[src/rtl/mipi_lp_pkg.sv]
`default_nettype none
// ============================================================================
// Module      : mipi_lp_pkg
// Description : Shared LP line codes and per-lane state encoding for the
//               MIPI D-PHY LP lane-state detector.
// Revision    : 1.0 - initial release
// ============================================================================
package mipi_lp_pkg;

   // LP pair codes, {Dp,Dn}
   localparam logic [1:0] LP00 = 2'b00;
   localparam logic [1:0] LP01 = 2'b01;
   localparam logic [1:0] LP10 = 2'b10;
   localparam logic [1:0] LP11 = 2'b11;

   typedef enum logic [3:0] {
      ST_STOP     = 4'd0,
      ST_HS_RQST  = 4'd1,
      ST_HS_PRPR  = 4'd2,
      ST_HS_BURST = 4'd3,
      ST_ESC_RQST = 4'd4,
      ST_ESC_GO   = 4'd5,
      ST_ESC_CONF = 4'd6,
      ST_ESC_MODE = 4'd7,
      ST_ERR      = 4'd8
   } lane_state_e;

endpackage
`default_nettype wire

[src/rtl/mipi_lp_lane_fsm.sv]
`default_nettype none
// ============================================================================
// Module      : mipi_lp_lane_fsm
// Description : One lane: LP synchroniser, stability filter, dwell counter
//               and HS/escape entry state machine.
// Revision    : 1.0 - initial release
// ============================================================================
module mipi_lp_lane_fsm
   import mipi_lp_pkg::*;
#(
   parameter int SETTLE_CYCLES  = 4,
   parameter int GLITCH_CYCLES  = 2,
   parameter int TIMEOUT_CYCLES = 1024
) (
   input  logic       sys_clk,
   input  logic       sys_rst,
   input  logic [1:0] lp_i,
   output logic       hs_burst_o,
   output logic       hs_start_o,
   output logic       hs_end_o,
   output logic       esc_entry_o,
   output logic       err_o,
   output logic [3:0] state_o
);

   localparam int c_cnt_w = $clog2(TIMEOUT_CYCLES + 1);
   localparam int c_gl_w  = $clog2(GLITCH_CYCLES + 1);
   localparam logic [c_cnt_w-1:0] c_settle_last = c_cnt_w'(SETTLE_CYCLES - 1);
   localparam logic [c_cnt_w-1:0] c_timeout     = c_cnt_w'(TIMEOUT_CYCLES);
   localparam logic [c_gl_w-1:0]  c_glitch      = c_gl_w'(GLITCH_CYCLES);

   logic [1:0]         r_sync1, r_sync2, r_sync_d, r_lp_f;
   logic [c_gl_w-1:0]  r_run, w_run;
   logic [c_cnt_w-1:0] r_cnt;
   lane_state_e        r_state, w_next;
   logic               w_timeout;
   logic               w_hs_start, w_hs_end, w_esc_entry, w_err;
   logic               r_hs_burst, r_hs_start, r_hs_end, r_esc_entry, r_err;

   // w_run = consecutive cycles the synchronised value has held, saturating
   always_comb begin
      w_run = r_run;
      if (r_sync2 != r_sync_d) begin
         w_run = c_gl_w'(1);
      end else if (r_run < c_glitch) begin
         w_run = r_run + 1'b1;
      end
   end

   always_ff @(posedge sys_clk or posedge sys_rst) begin
      if (sys_rst) begin
         r_sync1  <= LP11;
         r_sync2  <= LP11;
         r_sync_d <= LP11;
         r_lp_f   <= LP11;
         r_run    <= '0;
      end else begin
         r_sync1  <= lp_i;
         r_sync2  <= r_sync1;
         r_sync_d <= r_sync2;
         r_run    <= w_run;
         if (w_run >= c_glitch) begin
            r_lp_f <= r_sync2;
         end
      end
   end

   // State, dwell counter and registered event pulses
   always_ff @(posedge sys_clk or posedge sys_rst) begin
      if (sys_rst) begin
         r_state     <= ST_STOP;
         r_cnt       <= '0;
         r_hs_burst  <= 1'b0;
         r_hs_start  <= 1'b0;
         r_hs_end    <= 1'b0;
         r_esc_entry <= 1'b0;
         r_err       <= 1'b0;
      end else begin
         r_state <= w_next;
         if (w_next != r_state) begin
            r_cnt <= '0;
         end else if (r_cnt < c_timeout) begin
            r_cnt <= r_cnt + 1'b1;
         end
         r_hs_burst  <= (w_next == ST_HS_BURST);
         r_hs_start  <= w_hs_start;
         r_hs_end    <= w_hs_end;
         r_esc_entry <= w_esc_entry;
         r_err       <= w_err;
      end
   end

   assign w_timeout = (r_cnt >= c_timeout);

   // Decoded lp_f transitions are listed before the timeout so they win
   always_comb begin
      w_next = r_state;
      unique case (r_state)
         ST_STOP: begin
            if (r_lp_f == LP01)      w_next = ST_HS_RQST;
            else if (r_lp_f == LP10) w_next = ST_ESC_RQST;
            else if (r_lp_f == LP00) w_next = ST_ERR;
         end
         ST_HS_RQST: begin
            if (r_lp_f == LP00)      w_next = ST_HS_PRPR;
            else if (r_lp_f == LP11) w_next = ST_STOP;
            else if (r_lp_f == LP10) w_next = ST_ERR;
            else if (w_timeout)      w_next = ST_ERR;
         end
         ST_HS_PRPR: begin
            if (r_lp_f == LP11)              w_next = ST_STOP;
            else if (r_cnt == c_settle_last) w_next = ST_HS_BURST;
         end
         ST_HS_BURST: begin
            if (r_lp_f == LP11) w_next = ST_STOP;
         end
         ST_ESC_RQST: begin
            if (r_lp_f == LP00)      w_next = ST_ESC_GO;
            else if (r_lp_f == LP11) w_next = ST_STOP;
            else if (r_lp_f == LP01) w_next = ST_ERR;
            else if (w_timeout)      w_next = ST_ERR;
         end
         ST_ESC_GO: begin
            if (r_lp_f == LP01)      w_next = ST_ESC_CONF;
            else if (r_lp_f == LP11) w_next = ST_STOP;
            else if (r_lp_f == LP10) w_next = ST_ERR;
            else if (w_timeout)      w_next = ST_ERR;
         end
         ST_ESC_CONF: begin
            if (r_lp_f == LP00)      w_next = ST_ESC_MODE;
            else if (r_lp_f == LP11) w_next = ST_STOP;
            else if (r_lp_f == LP10) w_next = ST_ERR;
            else if (w_timeout)      w_next = ST_ERR;
         end
         ST_ESC_MODE, ST_ERR: begin
            if (r_lp_f == LP11) w_next = ST_STOP;
         end
         default: w_next = ST_STOP;
      endcase
   end

   always_comb begin
      w_hs_start  = (w_next == ST_HS_BURST) && (r_state != ST_HS_BURST);
      w_hs_end    = (r_state == ST_HS_BURST) && (w_next == ST_STOP);
      w_esc_entry = (w_next == ST_ESC_MODE) && (r_state != ST_ESC_MODE);
      w_err       = (w_next == ST_ERR) && (r_state != ST_ERR);
   end

   assign hs_burst_o  = r_hs_burst;
   assign hs_start_o  = r_hs_start;
   assign hs_end_o    = r_hs_end;
   assign esc_entry_o = r_esc_entry;
   assign err_o       = r_err;
   assign state_o     = r_state;

endmodule
`default_nettype wire

[src/rtl/mipi_lp_lane_state_detector.sv]
`default_nettype none
// ============================================================================
// Module      : mipi_lp_lane_state_detector
// Description : Multi-lane MIPI D-PHY LP line-state detector; one independent
//               lane FSM per data lane plus an all-lanes-in-HS flag.
// Revision    : 1.0 - initial release
// ============================================================================
module mipi_lp_lane_state_detector
   import mipi_lp_pkg::*;
#(
   parameter int LANES          = 1,
   parameter int SETTLE_CYCLES  = 4,
   parameter int GLITCH_CYCLES  = 2,
   parameter int TIMEOUT_CYCLES = 1024
) (
   input  logic                 sys_clk,
   input  logic                 sys_rst,
   input  logic [2*LANES-1:0]   lp_i,
   output logic [LANES-1:0]     hs_burst_o,
   output logic [LANES-1:0]     hs_start_o,
   output logic [LANES-1:0]     hs_end_o,
   output logic [LANES-1:0]     esc_entry_o,
   output logic [LANES-1:0]     err_o,
   output logic [4*LANES-1:0]   state_o,
   output logic                 all_hs_o
);

   for (genvar n = 0; n < LANES; n++) begin : g_lane
      mipi_lp_lane_fsm #(
         .SETTLE_CYCLES  (SETTLE_CYCLES),
         .GLITCH_CYCLES  (GLITCH_CYCLES),
         .TIMEOUT_CYCLES (TIMEOUT_CYCLES)
      ) u_lane (
         .sys_clk     (sys_clk),
         .sys_rst     (sys_rst),
         .lp_i        (lp_i[2*n+1:2*n]),
         .hs_burst_o  (hs_burst_o[n]),
         .hs_start_o  (hs_start_o[n]),
         .hs_end_o    (hs_end_o[n]),
         .esc_entry_o (esc_entry_o[n]),
         .err_o       (err_o[n]),
         .state_o     (state_o[4*n+3:4*n])
      );
   end

   assign all_hs_o = &hs_burst_o;

endmodule
`default_nettype wire

[config.mk]
export PLATFORM = sky130hd
export DESIGN_NAME = mipi_lp_lane_state_detector
export DESIGN_NICKNAME = d
export VERILOG_FILES = /design/src/rtl/mipi_lp_pkg.sv /design/src/rtl/mipi_lp_lane_fsm.sv /design/src/rtl/mipi_lp_lane_state_detector.sv
export SDC_FILE = /design/constraint.sdc
export NUM_CORES = 1
export LEC_CHECK = 0
export ABC_AREA = 1
export CORE_MARGIN = 4
export CORE_UTILIZATION = 45
export DETAILED_ROUTE_END_ITERATION = 6
export GPL_TIMING_DRIVEN = 0
export PLACE_DENSITY = 0.67
export SLEW_MARGIN = 0
export SYNTH_ARGS = -nofsm -noshare
export SYNTH_HDL_FRONTEND = slang
export SYNTH_HIERARCHICAL = 1
export SYNTH_SLANG_ARGS = --single-unit
[constraint.sdc]
create_clock -name sys_clk -period 1.8 [get_ports sys_clk]
set_clock_uncertainty 0.1 [all_clocks]
set_input_delay 0.27 -clock sys_clk [delete_from_list [all_inputs] [get_ports sys_clk]]
set_output_delay 0.27 -clock sys_clk [all_outputs]
set_load 0.03 [all_outputs]
==> impl_metrics.json, run 1 <==
{
  "fin_ws_ps": -139,
  "hp-class": "flop to flop",
  "arrival_ps": 2040,
  "initialDrtViolationCount": 82,
  "num_rows": 22,
  "post_drt_wl_per_cell_um": 13.2,
  "synth.largest_area_cell": "dfrtp_1",
  "max_freq_mhz": 516,
  "path_clk_slew_ps": 70,
  "crit_fanout": 6,
  "insertion_delay_ps": 280,
  "dr.pass1.iters": 4,
  "clockBufferDepth": 2,
  "critical_path.most_common_cell": "nand2_1",
  "max_stage_delay_ps": 530,
  "p_sw_mw": 1.75,
  "grt_start_max_net_pins": 31,
  "slew_viol_final": 0,
  "place_congestion": 0.913,
  "worstPathCellList": "buf_6 -> buf_4 -> buf_4 -> nand2_1 -> nand3_2 -> nand2_1 -> nor2_2 -> nand3_1 -> nand2_1 -> nand2_2 -> buf_6 -> nor3_2",
  "power_leakage_nw": 1.19,
  "status": "finished, violations left",
  "rsz0062_at_grt": "yes",
  "ys_ff_latch": 30,
  "synth_area_per_cell_um2": 7.69,
  "boundaryPins": 14,
  "crit_type": "flop to flop",
  "gr-usage-all-layers_pct": 17.0,
  "power.density_nw_per_um2": 1610,
  "vdd_drop_max_uv": 1300,
  "synthArstFlopShare_pct": 100,
  "synth_most_common_cell": "nand2_1",
  "clockRootBuffer": "clkbuf_8",
  "wl_mm": 4.25,
  "dieArea_um2": 5110,
  "cts.sinks": 30,
  "vias": 1692,
  "synth.distinct_cells": 25,
  "start_kind": "flop",
  "design_area_um2": 2420,
  "grt_remaining_overflow": 0,
  "ys_top_cells_by_area": "dfrtp_1 30%, nand2_1 13%, dfstp_2 12%",
  "synth_ff_type": "dfrtp_1",
  "placed_cell_area_um2": 2010,
  "max-slew-margin-rel_pct": 26.2,
  "grt_pass1_wl_mm": 6.94,
  "ys_seq_area_share_pct": 41.9,
  "p_int_mw": 2.15,
  "cts_tree": "built",
  "worst_pin_slew_ps": 1110,
  "p_clk_share_pct": 14.6,
  "synth_top_area_share_pct": 30.3,
  "die-height_um": 71.5,
  "drc": 0,
  "final_util_pct": 64.2,
  "swShare_pct": 44.9,
  "ant_nets": 0,
  "cpMaxStageDelayCell": "dfstp_2",
  "design.core.area_um2": 3770,
  "layout-drive-gt1-share_pct": 34.9,
  "fin_tns_setup_ps": -1430,
  "num_antenna_cells": 0,
  "synth_warnings": 6,
  "port_buffers": 13,
  "cts_buffers": 5,
  "power_mw": 3.90,
  "grt_antenna_before_repair": 0,
  "grt_pass1_vias": 1540,
  "vias_per_cell": 5.24,
  "synth.top_cells.by_count": "61 x nand2_1, 28 x nor2_1, 27 x inv_1",
  "endpoint_kind": "flop",
  "hold_viol_final": 0,
  "syn-cell-area_um2": 1820,
  "placed_cells": 297,
  "crit_required_ps": 1900,
  "die_w_um": 71.5,
  "syn_nets": 242,
  "final_nets": 280,
  "fin_cells": 323,
  "setup_viol": 11,
  "h-tree-depth": 2,
  "hpwl_mm": 2.66,
  "p_seq_share_pct": 22.9,
  "area_growth_pct": 33.3,
  "start_util_pct": 48.1,
  "synth_edf_count": 0,
  "netlist_instances": 236,
  "violations": "negative setup slack",
  "maxCapViolCount": 0,
  "min_period_ps": 1940,
  "combPwrFrac_pct": 62.6,
  "min_period_over_period_pct": 108
}
power by group through the flow:
stage,combinational (mW),clock [mW],sequential [mW]
3_3_place_gp,1.61,0,0.891
2_1_floorplan,1.17,0,0.971
5_1_grt,2.63,0.620,0.906
3_5_place_dp,1.63,0,0.890
6_report,2.44,0.570,0.892
4_1_cts,1.90,0.591,0.879
critical path: cells and delay by family, from the launching register on:
family	cells	cell delay, ps
flops	1	530
simple gates	8	730
buf+inv	4	500
kinds of logic after synthesis:
| group | count (synthesis) | synth area share (%) |
|---|---|---|
| buf+inv | 38 | 10.2 |
| fa+ha+maj | 2 | 1.38 |
| simple gates | 141 | 37.8 |
| xor+xnor | 6 | 2.89 |
| flops | 30 | 41.9 |
| compound gates | 18 | 5.24 |
| mux | 1 | 0.551 |
through the flow:
| step | setup slack [ps] | hold WS (ps) |
|---|---|---|
| after floorplan | 24.8 | 174 |
| after global placement | -133 | 246 |
| after detailed placement | -137 | 248 |
| after CTS | -86.5 | 256 |
| after global routing | -236 | 260 |
| final | -139 | 249 |
layout make-up:
type                            count  area (um^2)
Buffer                              7         77.6
Tap cell                           48         60.1
Clock buffer                        6         82.6
Multi-Input combinational cell    168          988
Timing Repair Buffer               31          300
Inverter                           31          133
Fill cell                         328         1350
Sequential cell                    30          766
Clock inverter                      2         12.5
cell usage in the layout, fill, tap and decap left out, types with 3 or more instances in the layout:
cell type | Yosys | layout
clkdlybuf4s50_1 | 0 | 9
nor2_1 | 28 | 21
nand4_1 | 5 | 5
nand3_2 | 3 | 6
nand2_2 | 3 | 11
nand2_1 | 61 | 53
buf_6 | 5 | 8
nor2_4 | 0 | 3
dfrtp_2 | 0 | 4
xor2_1 | 4 | 4
clkbuf_8 | 0 | 6
a21oi_1 | 4 | 3
inv_1 | 27 | 24
nand3_1 | 23 | 19
dfstp_2 | 8 | 8
nor2_2 | 5 | 9
dfrtp_1 | 22 | 18
o21ai_0 | 12 | 10
inv_2 | 4 | 3
nor3_4 | 1 | 3
buf_4 | 1 | 14
nor3_2 | 10 | 8
timing repair:
| item | in CTS | in global routing |
|---|---|---|
| gates cloned | 1 | 1 |
| endpoints found under the setup margin | 13 | 14 |
| gates resized for setup | 17 | 36 |
| setup buffers | 8 | 8 |
| pin swaps | 2 | 16 |
| hold buffers | 0 | 0 |
routing by layer:
layer  global-route usage [%]  routed length, um
met5                        0                  0
met2                     28.8               2210
met4                     6.89                 74
met3                     4.49                204
met1                     20.4               1760
state kept, by name (all words and copies together), names as in the netlist, 2 cells and up:
register,flops
g_lane.u_lane/r_sync2,2
g_lane.u_lane/state_o,4
g_lane.u_lane/r_cnt,11
g_lane.u_lane/r_sync1,2
g_lane.u_lane/r_sync_d,2
g_lane.u_lane/r_run,2
g_lane.u_lane/r_lp_f,2
final timing paths:
kind	start	to	slack [ps]	depth (start not counted)
max reg2reg	g_lane[0].u_lane/r_lp_f[1]	g_lane[0].u_lane/r_cnt[4]	-140	12
max	g_lane[0].u_lane/r_lp_f[1]	g_lane[0].u_lane/r_cnt[4]	-140	12
min reg2reg	g_lane[0].u_lane/r_sync1[1]	g_lane[0].u_lane/r_sync2[1]	250	0
min	g_lane[0].u_lane/r_sync1[1]	g_lane[0].u_lane/r_sync2[1]	250	0
min in group asynchronous	sys_rst	g_lane[0].u_lane/r_run[1]	470	2
max in group asynchronous	sys_rst	g_lane[0].u_lane/state_o[0]	380	2
Note: power is estimated with default switching activity, not from simulation.
==> run 2: changes to the inputs <==
- CTS_CLUSTER_DIAMETER: not set -> 80
==> results of run 2 <==
Same layout as run 1: the final DEF is identical, and so are final timing and power.
==> run 3: changes to the inputs <==
- CTS_CLUSTER_SIZE: not set -> 25
==> results of run 3 <==
Same layout as run 1: the final DEF is identical, and so are final timing and power.
